==> src/rtl/middle_ram_frame_ctrl_if.sv <==
// Stream, status and RAM-port signals of the middle_ram frame controller.
// The environment side (upstream, downstream and the RAM itself) uses master; the controller uses slave.
interface middle_ram_frame_ctrl_if #(
    parameter int unsigned ADDR_W = 16,
    parameter int unsigned DATA_W = 8
);
    logic              start;
    logic              in_valid;
    logic              in_ready;
    logic [DATA_W-1:0] in_data;
    logic              out_valid;
    logic              out_ready;
    logic [DATA_W-1:0] out_data;
    logic              out_last;
    logic              busy;
    logic              done;
    logic [ADDR_W-1:0] ram_wraddress;
    logic              ram_wren;
    logic [DATA_W-1:0] ram_data;
    logic [ADDR_W-1:0] ram_rdaddress;
    logic [DATA_W-1:0] ram_q;

    modport master (
        output start, in_valid, in_data, out_ready, ram_q,
        input  in_ready, out_valid, out_data, out_last, busy, done,
               ram_wraddress, ram_wren, ram_data, ram_rdaddress
    );

    modport slave (
        input  start, in_valid, in_data, out_ready, ram_q,
        output in_ready, out_valid, out_data, out_last, busy, done,
               ram_wraddress, ram_wren, ram_data, ram_rdaddress
    );
endinterface

==> src/rtl/middle_ram_frame_ctrl.sv <==
// Captures one raster-order frame into middle_ram, then replays it downstream
// through a 2-entry skid FIFO that absorbs the RAM's 1-cycle read latency.
module middle_ram_frame_ctrl #(
    parameter int unsigned ADDR_W       = 16,
    parameter int unsigned DATA_W       = 8,
    parameter int unsigned FRAME_PIXELS = 65536
) (
    input  logic                  clock,
    input  logic                  reset,
    middle_ram_frame_ctrl_if.slave bus
);
    localparam logic [1:0] S_IDLE  = 2'd0;
    localparam logic [1:0] S_FILL  = 2'd1;
    localparam logic [1:0] S_DRAIN = 2'd2;

    localparam logic [ADDR_W-1:0] LAST_ADDR = ADDR_W'(FRAME_PIXELS - 1);

    logic [1:0]        r_state;
    logic [1:0]        w_state_next;
    logic [ADDR_W-1:0] r_wr_ptr;
    logic [ADDR_W-1:0] r_rd_ptr;
    logic              r_rd_done;
    logic              r_inflight;
    logic              r_inflight_last;
    logic [DATA_W-1:0] r_fifo_data [2];
    logic [1:0]        r_fifo_last;
    logic              r_head;
    logic [1:0]        r_count;
    logic              r_done;

    logic              w_accept;
    logic              w_pop;
    logic              w_final_pop;
    logic              w_issue;
    logic              w_tail;
    logic [1:0]        w_occ;

    assign w_accept    = (r_state == S_FILL) && bus.in_valid;
    assign w_pop       = (r_count != 2'd0) && bus.out_ready;
    assign w_final_pop = w_pop && r_fifo_last[r_head];
    assign w_tail      = r_head ^ r_count[0];
    // Slots committed after this cycle: queued + arriving - leaving; a read may claim a free one.
    assign w_occ       = r_count + 2'(r_inflight) - 2'(w_pop);
    assign w_issue     = (r_state == S_DRAIN) && !r_rd_done && (w_occ < 2'd2);

    always_ff @(posedge clock or posedge reset) begin
        if (reset) begin
            r_state <= S_IDLE;
        end else begin
            r_state <= w_state_next;
        end
    end

    always_comb begin
        w_state_next = r_state;
        case (r_state)
            S_IDLE:  if (bus.start) w_state_next = S_FILL;
            S_FILL:  if (w_accept && (r_wr_ptr == LAST_ADDR)) w_state_next = S_DRAIN;
            S_DRAIN: if (w_final_pop) w_state_next = S_IDLE;
            default: w_state_next = S_IDLE;
        endcase
    end

    // Pointers hold at the terminal address so a full 2**ADDR_W frame never wraps.
    always_ff @(posedge clock or posedge reset) begin
        if (reset) begin
            r_wr_ptr        <= '0;
            r_rd_ptr        <= '0;
            r_rd_done       <= 1'b0;
            r_inflight      <= 1'b0;
            r_inflight_last <= 1'b0;
            r_fifo_data[0]  <= '0;
            r_fifo_data[1]  <= '0;
            r_fifo_last     <= 2'b00;
            r_head          <= 1'b0;
            r_count         <= 2'd0;
            r_done          <= 1'b0;
        end else begin
            r_done <= w_final_pop;

            if ((r_state == S_IDLE) && bus.start) begin
                r_wr_ptr <= '0;
            end else if (w_accept && (r_wr_ptr != LAST_ADDR)) begin
                r_wr_ptr <= r_wr_ptr + ADDR_W'(1);
            end

            if (w_final_pop) begin
                r_rd_ptr  <= '0;
                r_rd_done <= 1'b0;
            end else if (w_issue) begin
                if (r_rd_ptr == LAST_ADDR) begin
                    r_rd_done <= 1'b1;
                end else begin
                    r_rd_ptr <= r_rd_ptr + ADDR_W'(1);
                end
            end

            r_inflight      <= w_issue;
            r_inflight_last <= w_issue && (r_rd_ptr == LAST_ADDR);

            if (r_inflight) begin
                r_fifo_data[w_tail] <= bus.ram_q;
                r_fifo_last[w_tail] <= r_inflight_last;
            end
            if (w_pop) begin
                r_head <= ~r_head;
            end
            r_count <= w_occ;
        end
    end

    assign bus.in_ready      = (r_state == S_FILL);
    assign bus.ram_wren      = w_accept;
    assign bus.ram_wraddress = r_wr_ptr;
    assign bus.ram_data      = bus.in_data;
    assign bus.ram_rdaddress = r_rd_ptr;
    assign bus.out_valid     = (r_count != 2'd0);
    assign bus.out_data      = r_fifo_data[r_head];
    assign bus.out_last      = (r_count != 2'd0) && r_fifo_last[r_head];
    assign bus.busy          = (r_state != S_IDLE);
    assign bus.done          = r_done;
endmodule

==> src/flat_wrapper.sv <==
// flat-port wrapper written by rule: the top's interface ports become plain ports
module middle_ram_frame_ctrl_flat 
#(
    parameter int unsigned ADDR_W       = 16,
    parameter int unsigned DATA_W       = 8,
    parameter int unsigned FRAME_PIXELS = 65536
)
  (clock, reset, bus_start, bus_in_valid, bus_in_data, bus_out_ready, bus_ram_q, bus_in_ready, bus_out_valid, bus_out_data, bus_out_last, bus_busy, bus_done, bus_ram_wraddress, bus_ram_wren, bus_ram_data, bus_ram_rdaddress);
  middle_ram_frame_ctrl_if #(.ADDR_W(ADDR_W), .DATA_W(DATA_W)) bus_i ();
  input  logic clock;
  input  logic reset;
  input wire logic [$bits(bus_i.start)-1:0] bus_start;
  input wire logic [$bits(bus_i.in_valid)-1:0] bus_in_valid;
  input wire logic [$bits(bus_i.in_data)-1:0] bus_in_data;
  input wire logic [$bits(bus_i.out_ready)-1:0] bus_out_ready;
  input wire logic [$bits(bus_i.ram_q)-1:0] bus_ram_q;
  output wire logic [$bits(bus_i.in_ready)-1:0] bus_in_ready;
  output wire logic [$bits(bus_i.out_valid)-1:0] bus_out_valid;
  output wire logic [$bits(bus_i.out_data)-1:0] bus_out_data;
  output wire logic [$bits(bus_i.out_last)-1:0] bus_out_last;
  output wire logic [$bits(bus_i.busy)-1:0] bus_busy;
  output wire logic [$bits(bus_i.done)-1:0] bus_done;
  output wire logic [$bits(bus_i.ram_wraddress)-1:0] bus_ram_wraddress;
  output wire logic [$bits(bus_i.ram_wren)-1:0] bus_ram_wren;
  output wire logic [$bits(bus_i.ram_data)-1:0] bus_ram_data;
  output wire logic [$bits(bus_i.ram_rdaddress)-1:0] bus_ram_rdaddress;
  assign bus_i.start = bus_start;
  assign bus_i.in_valid = bus_in_valid;
  assign bus_i.in_data = bus_in_data;
  assign bus_i.out_ready = bus_out_ready;
  assign bus_i.ram_q = bus_ram_q;
  assign bus_in_ready = bus_i.in_ready;
  assign bus_out_valid = bus_i.out_valid;
  assign bus_out_data = bus_i.out_data;
  assign bus_out_last = bus_i.out_last;
  assign bus_busy = bus_i.busy;
  assign bus_done = bus_i.done;
  assign bus_ram_wraddress = bus_i.ram_wraddress;
  assign bus_ram_wren = bus_i.ram_wren;
  assign bus_ram_data = bus_i.ram_data;
  assign bus_ram_rdaddress = bus_i.ram_rdaddress;
  middle_ram_frame_ctrl #(.ADDR_W(ADDR_W), .DATA_W(DATA_W), .FRAME_PIXELS(FRAME_PIXELS)) u_core (.clock(clock), .reset(reset), .bus(bus_i));
endmodule
==> config.mk <==
export PLATFORM = sky130hd
export DESIGN_NAME = middle_ram_frame_ctrl_flat
export DESIGN_NICKNAME = d
export VERILOG_FILES = /design/src/rtl/middle_ram_frame_ctrl_if.sv /design/src/rtl/middle_ram_frame_ctrl.sv /design/src/flat_wrapper.sv
export SDC_FILE = /design/constraint.sdc
export NUM_CORES = 1
export LEC_CHECK = 0
export ABC_CLOCK_PERIOD_IN_PS = 2900
export CORE_MARGIN = 3
export CORE_UTILIZATION = 45
export CTS_CLUSTER_SIZE = 25
export DETAILED_ROUTE_END_ITERATION = 7
export DONT_BUFFER_PORTS = 1
export GPL_TIMING_DRIVEN = 1
export SYNTH_ARGS = -nofsm -noshare
export SYNTH_HDL_FRONTEND = slang
export SYNTH_SLANG_ARGS = --single-unit
==> constraint.sdc <==
create_clock -name clock -period 2.9 [get_ports clock]
set_clock_uncertainty 0.15 [all_clocks]
set_input_delay 0.87 -clock clock [delete_from_list [all_inputs] [get_ports clock]]
set_output_delay 0.87 -clock clock [all_outputs]
set_load 0.01 [all_outputs]
==> impl_metrics.sql <==
INSERT INTO impl_metrics (metric_group, metric, value, unit) VALUES
('timing', 'max_freq', '0.402', 'GHz'),
('timing', 'timing.final.crit_period', '2.49', 'ns'),
('timing', 'final_hold_vios', '0', ''),
('placement', 'dp.cells', '355', ''),
('worst_setup_path', 'worst-endpoint-required', '3.01', 'ns'),
('cells_and_area', 'area_delta_synth_final', '8.12', '%'),
('worst_setup_path', 'cp_common_cell', 'sky130_fd_sc_hd__mux2i_1', ''),
('route', 'ant_nets', '0', ''),
('worst_setup_path', 'critical_path.slowest_cell', 'sky130_fd_sc_hd__dfrtp_1', ''),
('timing', 'final_critical_path_setup_slack', '0.414', 'ns'),
('worst_setup_path', 'critPathArrivalTime', '2.60', 'ns'),
('route', 'via_count', '2191', ''),
('timing', 'finalSetupTns', '0', 'ns'),
('route', 'vias_per_cell', '5.91', ''),
('logic_synthesis', 'synth_seq_cells', '59', ''),
('route', 'dr_wl_met3', '404', 'um'),
('worst_setup_path', 'critical_path.top_delay_family', 'flip-flops', ''),
('global_routing', 'grt_antenna_before_repair', '0', ''),
('logic_synthesis', 'ys.warnings.count', '0', ''),
('logic_synthesis', 'synthFlopType', 'sky130_fd_sc_hd__dfrtp_1', ''),
('route', 'drcViolationCount', '0', ''),
('worst_setup_path', 'critical_path_class', 'register to register', ''),
('placement', 'dpl_worst_slack', '0.143', 'ns'),
('global_routing', 'wire_length_of_the_first_global_routing_pass', '10300', 'um'),
('cells_and_area', 'post-route-util', '50.9', '%'),
('flow_run', 'drv.max_cap_violation_count', '0', ''),
('worst_setup_path', 'critical_path.n_buffers_inverters', '2', ''),
('route', 'maxUsedRoutingLayer', 'met4', ''),
('logic_synthesis', 'synth_fp_nets', '315', ''),
('clock_network', 'cts_tree', 'yes', ''),
('floorplanning', 'core', '6420', 'um^2'),
('cells_and_area', 'most-common-layout-cells', 'sky130_fd_sc_hd__dfrtp_1 (59), sky130_fd_sc_hd__mux2_2 (26), sky130_fd_sc_hd__nand2_1 (24)', ''),
('route', 'wl_per_cell', '17.1', 'um'),
('worst_setup_path', 'timing.critical_path.cells', 'o21ai_0 -> xnor2_1 -> ha_1 -> and2_1 -> mux2i_1 -> buf_12 -> inv_1 -> nand4_1 -> mux2i_1', ''),
('timing', 'report.final.slew_viol_count', '0', ''),
('floorplanning', 'placement_rows', '29', ''),
('floorplanning', 'die-area', '7730', 'um^2'),
('route', 'route.layer.met1.wl', '2990', 'um'),
('clock_network', 'cts_num_sinks', '59', ''),
('route', 'routed_length_on_met2', '2800', 'um'),
('clock_network', 'worst_skew_pair.late_latency', '0.34', 'ns'),
('route', 'first_pass_iters', '4', ''),
('clock_network', 'clk_pin_slew_worst_paths', '0.08', 'ns'),
('power', 'max_ir_drop_vdd', '315', 'uV'),
('timing', 'worst-slew-pin-transition', '0.598', 'ns'),
('route', 'detail_route.iter0.violations', '73', ''),
('timing', 'finalCritPeriodShare', '85.7', '%'),
('floorplanning', 'dieWidth', '87.9', 'um'),
('placement', 'dpl.hpwl', '4390', 'um'),
('global_routing', 'largest_net_degree_at_the_start_of_global_routing', '36', ''),
('floorplanning', 'die_h', '87.9', 'um'),
('timing', 'setup_repair_after_global_routing_missed_its_margin', 'false', ''),
('global_routing', 'grt-ovfl-total', '0', ''),
('timing', 'timing.final.setup_violations', '0', ''),
('placement', 'routabilityCongestion', '0.815', ''),
('cells_and_area', 'layoutNonFillerInstCount', '371', ''),
('cells_and_area', 'insertedDiodeCount', '0', ''),
('power', 'power.static_leakage', '1.38', 'nW'),
('placement', 'placed_area', '3070', 'um^2'),
('cells_and_area', 'post_route_cells_drive_above_1_share', '19.0', '%'),
('logic_synthesis', 'synth.distinct_cells', '46', ''),
('floorplanning', 'initial_core_util', '47.0', '%'),
('clock_network', 'holdBufCountCts', '0', ''),
('logic_synthesis', 'synth_sequential_area_ratio', '48.9', '%'),
('placement', 'portBuffers', '0', ''),
('global_routing', 'grt_pass1_vias', '2050', ''),
('worst_setup_path', 'worst_setup_path_start_kind', 'register', ''),
('run_status', 'status', 'completed', ''),
('clock_network', 'cts.root.buffer_cell', 'sky130_fd_sc_hd__clkbuf_8', ''),
('cells_and_area', 'finalInstanceArea', '3270', 'um^2'),
('timing', 'worst_slew_margin_rel', '59.9', '%');
## where the power goes
| group | internal [mW] | switching, mW | leakage (nW) | total [mW] |
|---|---|---|---|---|
| Clock | 0.393 | 0.339 | 0.0950 | 0.732 |
| Combinational | 0.0565 | 0.0784 | 0.511 | 0.135 |
| Sequential | 0.867 | 0.0681 | 0.776 | 0.935 |
## area by class of cell
type | count | area [um^2]
Inverter | 7 | 26.3
Clock inverter | 7 | 68.8
Clock buffer | 9 | 124
Fill cell | 594 | 3160
Timing Repair Buffer | 4 | 55.1
Multi-Input combinational cell | 208 | 1420
Tap cell | 77 | 96.3
Sequential cell | 59 | 1480
## state kept, by name, summed over array words and instances (netlist names)
register	cells
u_core.bus.ram_wraddress	16
u_core.bus.ram_rdaddress	16
u_core.bus.done	1
u_core.r_state	2
u_core.r_inflight_last	1
u_core.r_fifo_last	2
u_core.r_head	1
u_core.r_rd_done	1
u_core.r_fifo_data	16
u_core.r_inflight	1
u_core.r_count	2
## Yosys cell counts (4+ instances only)
master	instances	area, um^2
sky130_fd_sc_hd__a21oi_1	13	65.1
sky130_fd_sc_hd__buf_2	4	20.0
sky130_fd_sc_hd__buf_4	8	60.1
sky130_fd_sc_hd__clkbuf_1	5	18.8
sky130_fd_sc_hd__dfrtp_1	59	1480
sky130_fd_sc_hd__inv_1	7	26.3
sky130_fd_sc_hd__mux2_2	26	293
sky130_fd_sc_hd__mux2i_1	8	80.1
sky130_fd_sc_hd__nand2_1	24	90.1
sky130_fd_sc_hd__nand2b_1	4	25.0
sky130_fd_sc_hd__nand3_1	13	65.1
sky130_fd_sc_hd__nand4_1	6	37.5
sky130_fd_sc_hd__nor2_1	22	82.6
sky130_fd_sc_hd__nor4_1	9	56.3
sky130_fd_sc_hd__o21ai_0	8	40.0
sky130_fd_sc_hd__o31ai_1	4	30.0
sky130_fd_sc_hd__or2_2	6	37.5
sky130_fd_sc_hd__or3_1	4	25.0
sky130_fd_sc_hd__or4_1	4	30.0
sky130_fd_sc_hd__xnor2_1	11	96.3
## routing by layer
layer / track usage [%] / vias to the layer above
met5: 0 / -
met4: 9.07 / 0
met3: 4.05 / 12
met2: 24.6 / 69
met1: 24.3 / 1062
li1: - / 1048
## cells by family (layout without fill, tap and decap cells)
| group | Yosys count | after routing | synth area share [%] |
|---|---|---|---|
| AOI/OAI and AO/OA | 45 | 45 | 9.81 |
| buffers and inverters | 24 | 27 | 4.14 |
| xor gates and xnor gates | 13 | 13 | 3.77 |
| DFF | 59 | 59 | 48.9 |
| muxes | 34 | 34 | 12.3 |
| and+or+nand+nor | 113 | 113 | 19.8 |
| adders and majority gates | 3 | 3 | 1.24 |
## path summary, 6_finish.rpt
check                                         endpoint               from  depth (start not counted)  slack (ns)
max reg2reg                u_core.bus.ram_rdaddress[8]  u_core.r_count[0]                          9        0.41
max in group asynchronous              u_core.bus.done              reset                          2        1.70
max                        u_core.bus.ram_rdaddress[8]  u_core.r_count[0]                          9        0.41
min                              u_core.r_fifo_data[6]              reset                          1        0.31
min in group clock                    u_core.r_rd_done   u_core.r_rd_done                          1        0.35
min reg2reg                           u_core.r_rd_done   u_core.r_rd_done                          1        0.35
(Power assumes the default switching activity.)
